--- src/rtl/ps2_pkg.sv ---
// ps2_pkg: definitions shared by the PS/2 receiver and the keyboard command decoder.
//   - ps2_state_e    : receiver frame FSM states
//   - PS2_BREAK/EXT  : break and extended prefix bytes
//   - KEY_*          : make codes the downstream decoder acts on
package ps2_pkg;

  typedef enum logic [1:0] {
    IDLE   = 2'd0,
    DATA   = 2'd1,
    PARITY = 2'd2,
    STOP   = 2'd3
  } ps2_state_e;

  localparam logic [7:0] PS2_BREAK = 8'hF0;
  localparam logic [7:0] PS2_EXT   = 8'hE0;

  localparam logic [7:0] KEY_C     = 8'h21;
  localparam logic [7:0] KEY_G     = 8'h34;
  localparam logic [7:0] KEY_H     = 8'h33;
  localparam logic [7:0] KEY_T     = 8'h2C;
  localparam logic [7:0] KEY_ENTER = 8'h5A;
  localparam logic [7:0] KEY_R     = 8'h2D;
  localparam logic [7:0] KEY_S     = 8'h1B;

endpackage

--- src/rtl/ps2_filtro.sv ---
// ps2_filtro: input conditioning for the raw PS/2 pins.
//   clk_i      system clock
//   rst_ni     async active-low reset
//   ps2_clk_i  raw PS/2 clock pin (asynchronous)
//   ps2_data_i raw PS/2 data pin (asynchronous)
//   bit_evt_o  one-cycle pulse on a filtered 1->0 edge of ps2_clk
//   data_s_o   synchronised ps2_data, valid to sample with bit_evt_o
// The filtered clock changes level only after FILTER_LEN identical
// synchronised samples; shorter glitches are held off.
module ps2_filtro #(
  parameter int FILTER_LEN = 8
) (
  input  logic clk_i,
  input  logic rst_ni,
  input  logic ps2_clk_i,
  input  logic ps2_data_i,
  output logic bit_evt_o,
  output logic data_s_o
);

  logic [1:0]            clk_sync_q;
  logic [1:0]            dat_sync_q;
  logic [FILTER_LEN-1:0] hist_q;
  logic                  filt_q;

  always_ff @(posedge clk_i or negedge rst_ni) begin
    if (!rst_ni) begin
      clk_sync_q <= '1;
      dat_sync_q <= '1;
      hist_q     <= '1;
      filt_q     <= 1'b1;
    end else begin
      clk_sync_q <= {clk_sync_q[0], ps2_clk_i};
      dat_sync_q <= {dat_sync_q[0], ps2_data_i};
      hist_q     <= {hist_q[FILTER_LEN-2:0], clk_sync_q[1]};
      if (&hist_q)       filt_q <= 1'b1;
      else if (~|hist_q) filt_q <= 1'b0;
    end
  end

  // Event fires in the cycle the filtered level is about to drop.
  assign bit_evt_o = filt_q & ~|hist_q;
  assign data_s_o  = dat_sync_q[1];

endmodule

--- src/rtl/ps2_receptor.sv ---
// ps2_receptor: PS/2 keyboard frame receiver feeding the command decoder.
//   CLK_chaos   system clock
//   restart_n   async active-low reset
//   ps2_clk     raw PS/2 clock pin
//   ps2_data    raw PS/2 data pin
//   dato        last accepted make code (held)
//   dato_listo  one-cycle pulse whenever dato is written
//   error_trama one-cycle pulse on parity, stop or timeout error
//   ocupado     high while a frame is in progress
// Build option: PS2_BREAK_CLEAR_EN - a break for the code currently on dato
// clears dato to 8'h00 and pulses dato_listo (key-release visibility).
module ps2_receptor
  import ps2_pkg::*;
#(
  parameter int FILTER_LEN  = 8,
  parameter int TIMEOUT_CYC = 20000
) (
  input  logic       CLK_chaos,
  input  logic       restart_n,
  input  logic       ps2_clk,
  input  logic       ps2_data,
  output logic [7:0] dato,
  output logic       dato_listo,
  output logic       error_trama,
  output logic       ocupado
);

  localparam int TO_W = $clog2(TIMEOUT_CYC + 1);

  logic bit_evt, data_s;

  ps2_filtro #(.FILTER_LEN(FILTER_LEN)) u_filtro (
    .clk_i      (CLK_chaos),
    .rst_ni     (restart_n),
    .ps2_clk_i  (ps2_clk),
    .ps2_data_i (ps2_data),
    .bit_evt_o  (bit_evt),
    .data_s_o   (data_s)
  );

  ps2_state_e      state_q;
  logic [2:0]      cnt_q;
  logic [7:0]      shreg_q;
  logic            par_q;
  logic [TO_W-1:0] to_q;
  logic            brk_q, ext_q;
  logic [7:0]      dato_q;
  logic            listo_q, err_q, ocup_q;

  always_ff @(posedge CLK_chaos or negedge restart_n) begin
    if (!restart_n) begin
      state_q <= IDLE;
      cnt_q   <= '0;
      shreg_q <= '0;
      par_q   <= 1'b0;
      to_q    <= '0;
      brk_q   <= 1'b0;
      ext_q   <= 1'b0;
      dato_q  <= '0;
      listo_q <= 1'b0;
      err_q   <= 1'b0;
      ocup_q  <= 1'b0;
    end else begin
      listo_q <= 1'b0;
      err_q   <= 1'b0;
      if (state_q == IDLE) begin
        to_q <= '0;
        if (bit_evt && !data_s) begin
          state_q <= DATA;
          ocup_q  <= 1'b1;
          cnt_q   <= '0;
        end
      end else if (bit_evt) begin
        to_q <= '0;
        case (state_q)
          DATA: begin
            // LSB arrives first, so shift in from the top.
            shreg_q <= {data_s, shreg_q[7:1]};
            cnt_q   <= cnt_q + 3'd1;
            if (cnt_q == 3'd7) state_q <= PARITY;
          end
          PARITY: begin
            par_q   <= data_s;
            state_q <= STOP;
          end
          STOP: begin
            state_q <= IDLE;
            ocup_q  <= 1'b0;
            if (data_s && (^{shreg_q, par_q})) begin
              if (shreg_q == PS2_EXT) begin
                ext_q <= 1'b1;
              end else if (shreg_q == PS2_BREAK) begin
                brk_q <= 1'b1;
              end else if (brk_q) begin
                brk_q <= 1'b0;
                ext_q <= 1'b0;
`ifdef PS2_BREAK_CLEAR_EN
                if (shreg_q == dato_q) begin
                  dato_q  <= 8'h00;
                  listo_q <= 1'b1;
                end
`endif
              end else begin
                // Extended make codes are delivered as-is; the prefix is dropped.
                dato_q  <= shreg_q;
                listo_q <= 1'b1;
                if (ext_q) ext_q <= 1'b0;
              end
            end else begin
              err_q <= 1'b1;
              brk_q <= 1'b0;
              ext_q <= 1'b0;
            end
          end
          default: begin
            state_q <= IDLE;
            ocup_q  <= 1'b0;
          end
        endcase
      end else if (to_q == TO_W'(TIMEOUT_CYC - 1)) begin
        // Sender stalled mid-frame: drop it and resync on the next start bit.
        state_q <= IDLE;
        ocup_q  <= 1'b0;
        to_q    <= '0;
        err_q   <= 1'b1;
        brk_q   <= 1'b0;
        ext_q   <= 1'b0;
      end else begin
        to_q <= to_q + TO_W'(1);
      end
    end
  end

  assign dato        = dato_q;
  assign dato_listo  = listo_q;
  assign error_trama = err_q;
  assign ocupado     = ocup_q;

endmodule

--- config.mk ---
export PLATFORM = sky130hd
export DESIGN_NAME = ps2_receptor
export DESIGN_NICKNAME = d
export VERILOG_FILES = /design/src/rtl/ps2_pkg.sv /design/src/rtl/ps2_filtro.sv /design/src/rtl/ps2_receptor.sv
export SDC_FILE = /design/constraint.sdc
export NUM_CORES = 1
export LEC_CHECK = 0
export BUFFER_PORTS_ARGS = -buffer_cell sky130_fd_sc_hd__buf_2
export CELL_PAD_IN_SITES_DETAIL_PLACEMENT = 0
export CELL_PAD_IN_SITES_GLOBAL_PLACEMENT = 2
export CORE_MARGIN = 2
export CORE_UTILIZATION = 41
export DETAILED_ROUTE_END_ITERATION = 7
export GPL_ROUTABILITY_DRIVEN = 0
export PLACE_DENSITY_LB_ADDON = 0.1
export RECOVER_POWER = 25
export SYNTH_ARGS = -nofsm -noshare
export SYNTH_HDL_FRONTEND = slang
export SYNTH_SLANG_ARGS = --single-unit
--- constraint.sdc ---
create_clock -name CLK_chaos -period 2.2 [get_ports CLK_chaos]
set_input_delay 0.44 -clock CLK_chaos [delete_from_list [all_inputs] [get_ports CLK_chaos]]
set_output_delay 0.44 -clock CLK_chaos [all_outputs]
set_load 0.02 [all_outputs]
==> results of run 1 <==
## flip-flops by register name, summed over array words and instances, names as in the netlist, 2 cells and up
| name | flops |
|---|---|
| u_filtro.dat_sync_q | 2 |
| dato | 8 |
| cnt_q | 3 |
| state_q | 2 |
| u_filtro.hist_q | 8 |
| shreg_q | 8 |
| u_filtro.clk_sync_q | 2 |
| to_q | 15 |
## repair_timing
item | CTS | global route
endpoints found under the hold margin | 0 | 0
endpoints found under the setup margin | 0 | 12
resized for setup | 0 | 1
## worst max-delay path: stages, from the launching register on
cell     delay, ns
dfrtp_1       0.45
xnor2_1       0.16
xnor3_1       0.48
xnor2_2       0.27
nand4_4       0.22
mux2_2        0.33
## Yosys cell counts (all sizes together) (6+ instances only)
cell	count	share of area [%]
dfrtp	41	43
mux2	17	8.0
nor2	17	2.7
nand2	16	2.6
dfstp	13	14
nand3	10	2.1
xnor2	10	4.0
xor2	9	3.3
and3	7	1.8
ha	7	3.7
inv	7	1.1
o21ai	7	1.5
nor3	6	1.3
## power by group through the flow
stage | clock network (mW) | logic (mW) | registers, mW
floorplan | 0 | 0.202 | 1.11
global placement | 0 | 0.275 | 1.13
detailed placement | 0 | 0.275 | 1.13
CTS | 0.592 | 0.277 | 1.11
global route | 0.623 | 0.305 | 1.12
finish | 0.559 | 0.267 | 1.11
## how the worst max path moves through the flow
stage / start / end / depth (start not counted) / slack, ns
4_1_cts: u_filtro.hist_q[5] / shreg_q[3] / 5 / 0.07
2_1_floorplan: shreg_q[2] / dato[0] / 5 / 0.37
3_5_place_dp: u_filtro.hist_q[5] / shreg_q[3] / 5 / 0.09
5_1_grt: shreg_q[4] / dato[7] / 5 / 0.09
3_3_place_gp: shreg_q[4] / dato[7] / 5 / 0.18
6_report: shreg_q[4] / dato[7] / 5 / 0.17
## cells by family (layout without fill, tap and decap cells)
group                    Yosys count  in the layout
AO/OA/AOI/OAI                     15             15
flip-flops                        54             54
multiplexers                      20             20
AND/OR/NAND/NOR                   73             73
XOR/XNOR                          20             20
adder cells (fa/ha/maj)            7              7
buffers and inverters             11             34
## routing by layer
| layer | share of wire [%] | GRT usage, % | wire length, um |
|---|---|---|---|
| met5 | 0 | 0 | 0 |
| met4 | 0.90 | 3.56 | 37 |
| met3 | 2.7 | 3.37 | 110 |
| met2 | 44 | 21.1 | 1810 |
| met1 | 52 | 21.3 | 2140 |
## metrics by stage
stage	hold slack, ns	setup slack, ns	instances	area [um2]	power [mW]
floorplan	0.144	0.371	200	2400	1.32
global placement	0.346	0.183	287	2590	1.40
detailed placement	0.348	0.0948	287	2590	1.40
CTS	0.131	0.0660	295	2680	1.98
global route	0.212	0.0932	295	2670	2.05
finish	0.230	0.172	295	2670	1.94
## final cells by class
class / count / area, um2 / area share, %
flip-flops and latches: 54 / 1370 / 51.1
multi-input cells: 135 / 991 / 37.1
repair buffers: 19 / 105 / 3.93
well taps: 72 / 90.1 / 3.37
clock buffers: 6 / 82.6 / 3.09
inverters: 7 / 26.3 / 0.983
clock inverters: 2 / 11.3 / 0.421
==> flow_metrics.tcl, run 1 <==
set metrics [dict create \
    io_buffers 14 \
    layout_common_cells "dfrtp_1 (41), nor2_1 (17), mux2_2 (17)" \
    cts.sinks 54 \
    cts_tree "yes" \
    hold_viol 0 \
    synth.area.mux_share_pct 9.24 \
    whs_endpoint "u_filtro.dat_sync_q[0]" \
    core_mm2 0.00557 \
    synth_compound_area_share_pct 3.71 \
    synthArstFlopShare_pct 100 \
    h-tree-depth 2 \
    wl_um 4100 \
    synth_top_family_by_area "simple AND/OR/NAND/NOR gates" \
    drtIter0Drc 73 \
    drt-vias-per-instance 5.01 \
    area_delta_synth_final_pct 11.6 \
    die_area_mm2 0.00647 \
    drv_slew 0 \
    fmax_mhz 493 \
    finalCoreUtilization_pct 48.0 \
    root_buffer "clkbuf_8" \
    fin_setup_tns_ns 0 \
    hp-start "ps2_data" \
    cp-end-kind "flip-flop" \
    post_cts_buffers 0 \
    clkTransAtPathRegs_ns 0.09 \
    fillers 536 \
    synthSimpleGateAreaFrac_pct 16.3 \
    syn_avg_cell_area_um2 12.0 \
    clockBufferDepth 2 \
    p_sw_share_pct 27.9 \
    clkPwrFrac_pct 28.8 \
    syn_inst 200 \
    syn_area_mm2 0.00240 \
    rrSetupSlack_ns 0.17 \
    power.density_mw_per_mm2 724 \
    p_int_mw 1.40 \
    layout_commonest_cell "dfrtp_1" \
    cts_buffers 5 \
    status "completed" \
    drive_gt1_share_pct 27.4 \
    initial_utilization_pct 43.0 \
    p_comb_share_pct 13.8 \
    die_w_um 80.4 \
    critPathMaxFanout 8 \
    grt_max_degree 55 \
    route.detailed.drc 0 \
    drtPass1Iterations 4 \
    grt_pass1_vias 1475 \
    postCtsHoldBufs 0 \
    synthAdderAreaFrac_pct 3.66 \
    r2r_end "dato[7]" \
    p_seq_share_pct 57.3 \
    std_cell_rows 27 \
    synth.net_count 211 \
    whs_path_depth 1 \
    grt_pass1_wl_um 7160 \
    yosys_warnings 0 \
    worst_skew_pair.late_latency_ns 0.30 \
    grt.total_usage_pct 14.3 \
    cp.required_ns 2.39 \
    die-height_um 80.4 \
    ys_ff_latch 54 \
    worstSetupPathType "reg -> reg" \
    synth_edf_count 0 \
    critPathArrivalTime_ns 2.22 \
    ys.flop_type "dfrtp_1" \
    ys_seq_area_share_pct 57.1 \
    vias 1477 \
    rsz0062_at_grt "false" \
    worstHoldPathType "in -> reg" \
    period_share_pct 92.2 \
    setup_viol 0 \
    n_antenna_cell 0 \
    rr_worst_depth 5 \
    ys_types 36 \
    skew_ns 0.00449 \
    antenna_found_initial 0 \
    ios 15 \
    ant_nets 0 \
    post-route-min-period_ns 2.03 \
    leakagePower_nw 1.26 \
    wl_per_cell_um 13.9 \
    maxCapViolCount 0 \
    ir_drop_mv 0.394 \
    netSwitchingPower_uw 541 \
    tightest_slew_ns 1.31 \
    nets 233 \
    hpwlAfterDp_um 2910 \
    r2r-start "shreg_q[4]" \
    grt-ovfl-total 0 \
    start_kind "flip-flop" \
    synthXorXnorAreaFrac_pct 8.20 \
    relSlewSlack_pct 12.8 \
]
Note: power is estimated with default switching activity, not from simulation.
==> inputs of run 2 (changes only) <==
==> constraint.sdc (replaced) <==
create_clock -name CLK_chaos -period 1.92 [get_ports CLK_chaos]
set_input_delay 0.384 -clock CLK_chaos [delete_from_list [all_inputs] [get_ports CLK_chaos]]
set_output_delay 0.384 -clock CLK_chaos [all_outputs]
set_load 0.02 [all_outputs]
==> run 2 against run 1 <==
  * Die area unchanged
  * Sequential cell count is the same
  * Critical path depth did not move
  * Clock power up 23%
  * Register-to-register slack got worse by 0.16 ns
  * Fmax up 6.4%
  * Total power up 22%
  * Core utilization rose by 3.3 points
  * Largest power group unchanged
==> flow_metrics.tcl, run 2 (synthesized netlist as in run 1, its figures left out) <==
set metrics [dict create \
    status "completed" \
    grtUsageMet1_pct 22.3 \
    busiest_layer "met2" \
    ant_nets 0 \
    drtPass1Iterations 4 \
    drv_slew 0 \
    vias 1560 \
    fillers 508 \
    ios 15 \
    post-route-min-period_ns 1.91 \
    initial_utilization_pct 43.0 \
    grt_pass1_wl_um 7480 \
    place_area_mm2 0.00270 \
    antenna_found_initial 0 \
    slowest_stage "xnor3_1" \
    grt.total_usage_pct 15.3 \
    period_share_pct 99.3 \
    largest_reg_flops 15 \
    drive_gt1_share_pct 33.1 \
    hold_viol 0 \
    wl_per_cell_um 13.8 \
    drtIter0Drc 49 \
    cp.required_ns 2.11 \
    leakagePower_nw 1.36 \
    start_kind "flip-flop" \
    grt_util_met3_pct 3.37 \
    worst_skew_pair.late_latency_ns 0.30 \
    root_buffer "clkbuf_8" \
    die_area_mm2 0.00647 \
    fin_setup_tns_ns 0 \
    std_cell_rows 27 \
    path_cells "xnor2_1 > xnor3_1 > xnor2_2 > nand4_4 > mux2_2" \
    core_mm2 0.00557 \
    cts_buffers 5 \
    critPathMaxFanout 8 \
    p_seq_share_pct 53.5 \
    wl_um 4330 \
    power.density_mw_per_mm2 826 \
    clkTransAtPathRegs_ns 0.09 \
    nets 252 \
    drt-vias-per-instance 4.97 \
    hpwlAfterDp_um 3090 \
    grt_pass1_vias 1572 \
    grt-ovfl-total 0 \
    critPathArrivalTime_ns 2.09 \
    p_comb_share_pct 17.3 \
    cts_tree "yes" \
    n_antenna_cell 0 \
    die_w_um 80.4 \
    tightest_slew_ns 1.11 \
    route.detailed.drc 0 \
    skew_ns 0.00499 \
    die-height_um 80.4 \
    grt_use_met2_pct 22.9 \
    worst-path-buf-inv 0 \
    relSlewSlack_pct 26.0 \
    layout_commonest_cell "dfrtp_1" \
    r2r-start "shreg_q[3]" \
    h-tree-depth 2 \
    netSwitchingPower_uw 650 \
    cts.sinks 54 \
    worstHoldPathType "in -> reg" \
    grt_max_degree 23 \
    io_buffers 14 \
    total_power_mw 2.36 \
    fmax_mhz 525 \
    rsz0062_at_grt "true" \
    cp-end-kind "flip-flop" \
    startpoint "shreg_q[3]" \
    area_delta_synth_final_pct 19.2 \
    worstSetupPathType "reg -> reg" \
    max_stage_delay_ns 0.45 \
    p_int_mw 1.71 \
    layout_common_cells "dfrtp_1 (41), buf_4 (24), nor2_1 (17), mux2_2 (17), nand2_1 (15)" \
    setup_viol 0 \
    top_register "to_q" \
    maxCapViolCount 0 \
    fin_area_mm2 0.00286 \
    p_sw_share_pct 27.5 \
    clkPwrFrac_pct 29.2 \
    hp-start "ps2_data" \
    clockBufferDepth 2 \
    ir_drop_mv 0.566 \
    path_delay_family "XOR/XNOR gates" \
]
==> run 2: power groups by stage <==
stage | logic (mW) | registers (mW) | clock network (mW)
2_1_floorplan | 0.232 | 1.28 | 0
3_3_place_gp | 0.389 | 1.28 | 0
3_5_place_dp | 0.398 | 1.28 | 0
4_1_cts | 0.400 | 1.26 | 0.720
5_1_grt | 0.467 | 1.27 | 0.766
6_report | 0.409 | 1.26 | 0.688
==> run 2: worst reg2reg max path: stages, from the launching register on <==
cell	delay [ns]
dfrtp_1	0.41
xnor2_1	0.17
xnor3_1	0.45
xnor2_2	0.22
nand4_4	0.21
mux2_2	0.33
==> run 2: final cells by class <==
cell class	count	area, um2	area share, %
Clock inverter	1	6.26	0.219
Inverter	7	26.3	0.920
Timing Repair Buffer	38	249	8.72
Clock buffer	7	97.6	3.42
Multi-Input combinational cell	135	1020	35.7
Sequential cell	54	1370	47.9
Tap cell	72	90.1	3.15
==> run 2: path summary, 6_finish.rpt <==
check / to / slack [ns] / cells past startpoint
worst max-delay path: dato[0] / 0.01 / 5
worst min-delay path: u_filtro.dat_sync_q[0] / 0.17 / 1
worst max register to register: dato[0] / 0.01 / 5
worst min register to register: u_filtro.dat_sync_q[1] / 0.36 / 0
max in group asynchronous: par_q / 0.75 / 2
min in group asynchronous: shreg_q[4] / 0.27 / 1
==> run 2: layer usage <==
layer	vias to the layer above	routed length, um
met1	761	2180
met5	-	0
met4	0	19
met3	2	102
met2	17	2030
li1	780	-
==> run 2: through the flow <==
stage                     hold slack (ns)  utilization [%]  setup WS, ns  instances
after floorplan                    0.0884                -        0.0913        200
after global placement              0.347             48.5        0.0525        304
after detailed placement            0.347             48.5    -0.0000121        304
after CTS                          0.0257             50.6       0.00128        314
after global routing                0.149             51.2       -0.0423        314
final                               0.172             51.2        0.0134        314
==> run 2: timing repair <==
action | 4_1_cts | 5_1_grt
hold buffers | 0 | 0
buffers inserted | 2 | 0
endpoints found under the hold margin | 0 | 0
resized for setup | 0 | 6
pin swaps | 3 | 2
endpoints found under the setup margin | 8 | 21
==> inputs of run 3 (changes only) <==
--- a/config.mk
+++ b/config.mk
@@ -5,12 +5,11 @@
 export SDC_FILE = /design/constraint.sdc
 export NUM_CORES = 1
 export LEC_CHECK = 0
-export BUFFER_PORTS_ARGS = -buffer_cell sky130_fd_sc_hd__buf_2
 export CELL_PAD_IN_SITES_DETAIL_PLACEMENT = 0
 export CELL_PAD_IN_SITES_GLOBAL_PLACEMENT = 2
-export CORE_MARGIN = 2
-export CORE_UTILIZATION = 41
+export CORE_UTILIZATION = 43
 export DETAILED_ROUTE_END_ITERATION = 7
+export DONT_BUFFER_PORTS = 1
 export GPL_ROUTABILITY_DRIVEN = 0
 export PLACE_DENSITY_LB_ADDON = 0.1
 export RECOVER_POWER = 25
==> run 3 against run 2 <==
  * Core utilization is 2.0 points higher
  * Worst setup slack better by 0.043 ns
  * Combinational power hardly changed
  * Critical path type unchanged
==> flow_metrics.tcl, run 3 (synthesized netlist as in run 1, its figures left out) <==
set metrics [dict create \
    status "completed" \
    die_w_um 76.6 \
    post-route-min-period_ns 1.86 \
    hold_viol 0 \
    wl_per_cell_um 14.3 \
    route.detailed.drc 0 \
    die-height_um 76.6 \
    fillers 477 \
    worstHoldPathType "in -> reg" \
    start_kind "flip-flop" \
    total_power_mw 2.42 \
    leakagePower_nw 1.29 \
    maxCapViolCount 0 \
    ir_drop_mv 0.590 \
    cp.required_ns 2.12 \
    fmax_mhz 537 \
    root_buffer "clkbuf_8" \
    h-tree-depth 2 \
    worstSetupPathType "reg -> reg" \
    layout_common_cells "dfrtp_1 (41), buf_4 (20), nor2_1 (17), mux2_2 (17), nand2_1 (15)" \
    n_antenna_cell 0 \
    busiest_layer "met2" \
    grt_pass1_wl_um 7460 \
    nets 237 \
    io_buffers 0 \
    worst_skew_pair.late_latency_ns 0.30 \
    critPathArrivalTime_ns 2.06 \
    wl_um 4230 \
    drtIter0Drc 43 \
    ant_nets 0 \
    period_share_pct 97.1 \
    rsz0062_at_grt "true" \
    cp-end-kind "flip-flop" \
    cts.sinks 54 \
    drt-vias-per-instance 5.14 \
    power.density_mw_per_mm2 869 \
    skew_ns 0.00620 \
    grt_use_met2_pct 25.1 \
    area_delta_synth_final_pct 16.4 \
    top_register "to_q" \
    drv_slew 0 \
    grt-ovfl-total 0 \
    drtPass1Iterations 4 \
    ios 15 \
    core_mm2 0.00524 \
    antenna_found_initial 0 \
    setup_viol 0 \
    grt_max_degree 55 \
    post_cts_buffers 0 \
    cts_buffers 5 \
    finalCoreUtilization_pct 53.3 \
    vias 1526 \
    tightest_slew_ns 1.19 \
    grt_util_met3_pct 3.83 \
    cts_tree "yes" \
    drive_gt1_share_pct 27.8 \
    grtUsageMet1_pct 22.1 \
    hpwlAfterDp_um 2940 \
    grt.total_usage_pct 16.2 \
    initial_utilization_pct 45.7 \
    clkTransAtPathRegs_ns 0.10 \
    largest_reg_flops 15 \
    clockBufferDepth 2 \
    critPathMaxFanout 8 \
    relSlewSlack_pct 20.5 \
    grt_pass1_vias 1576 \
    layout_commonest_cell "dfrtp_1" \
    die_area_mm2 0.00587 \
    std_cell_rows 26 \
]
[run 3: power breakdown]
group / internal (mW) / switching [mW] / total (mW) / leakage [nW]
combinational: 0.164 / 0.243 / 0.407 / 0.532
sequential: 1.21 / 0.0511 / 1.26 / 0.696
clock: 0.391 / 0.368 / 0.759 / 0.0585
total: 1.76 / 0.662 / 2.42 / 1.29
[run 3: worst paths after layout]
kind                                   startpoint                endpoint  slack, ns  cells past startpoint
max                                    shreg_q[2]                 dato[7]       0.06                      5
max reg2reg                            shreg_q[2]                 dato[7]       0.06                      5
min reg2reg                u_filtro.dat_sync_q[0]  u_filtro.dat_sync_q[1]       0.36                      0
min in group asynchronous               restart_n              state_q[1]       0.90                      2
min                                       ps2_clk  u_filtro.clk_sync_q[0]       0.07                      0
max in group asynchronous               restart_n                 dato[6]       0.31                      2
[run 3: through the flow]
stage	hold WS (ns)	setup WS [ns]	instances	setup TNS (ns)	instance area, um2
2_1_floorplan	0.0884	0.0913	200	0	2400
3_3_place_gp	0.0908	0.0432	287	0	2620
3_5_place_dp	0.0901	-0.0287	287	-0.0287	2620
4_1_cts	0.0545	0.00292	297	0	2790
5_1_grt	0.0426	-0.0221	297	-0.136	2790
6_report	0.0697	0.0565	297	0	2790
[run 3: timing repair]
item	in CTS	in global routing
hold endpoints to repair	54	0
pin swaps	1	3
hold buffers	2	0
gates cloned	0	0
resized for setup	2	6
endpoints found under the setup margin	9	14
[run 3: cell type report]
cell class,instances,area [um2],share of cell area [%]
timing repair buffer,23,176,6.32
sequential,54,1370,49.0
clock buffer,5,68.8,2.47
tap,70,87.6,3.14
inverter,7,26.3,0.942
clock inverter,3,43.8,1.57
multi-input combinational,135,1020,36.5
[run 3: worst max-delay path: stages, from the launching register on]
cell,delay [ns]
dfrtp_1,0.40
xnor2_1,0.16
xnor3_1,0.46
xnor2_2,0.22
nand4_4,0.20
mux2_2,0.32
[run 3: metal layers]
layer	routed length (um)	part of all wire, %	up-vias
li1	-	-	747
met1	2100	50	746
met2	1950	46	27
met3	124	2.9	6
met4	61	1.4	0
met5	0	0	-
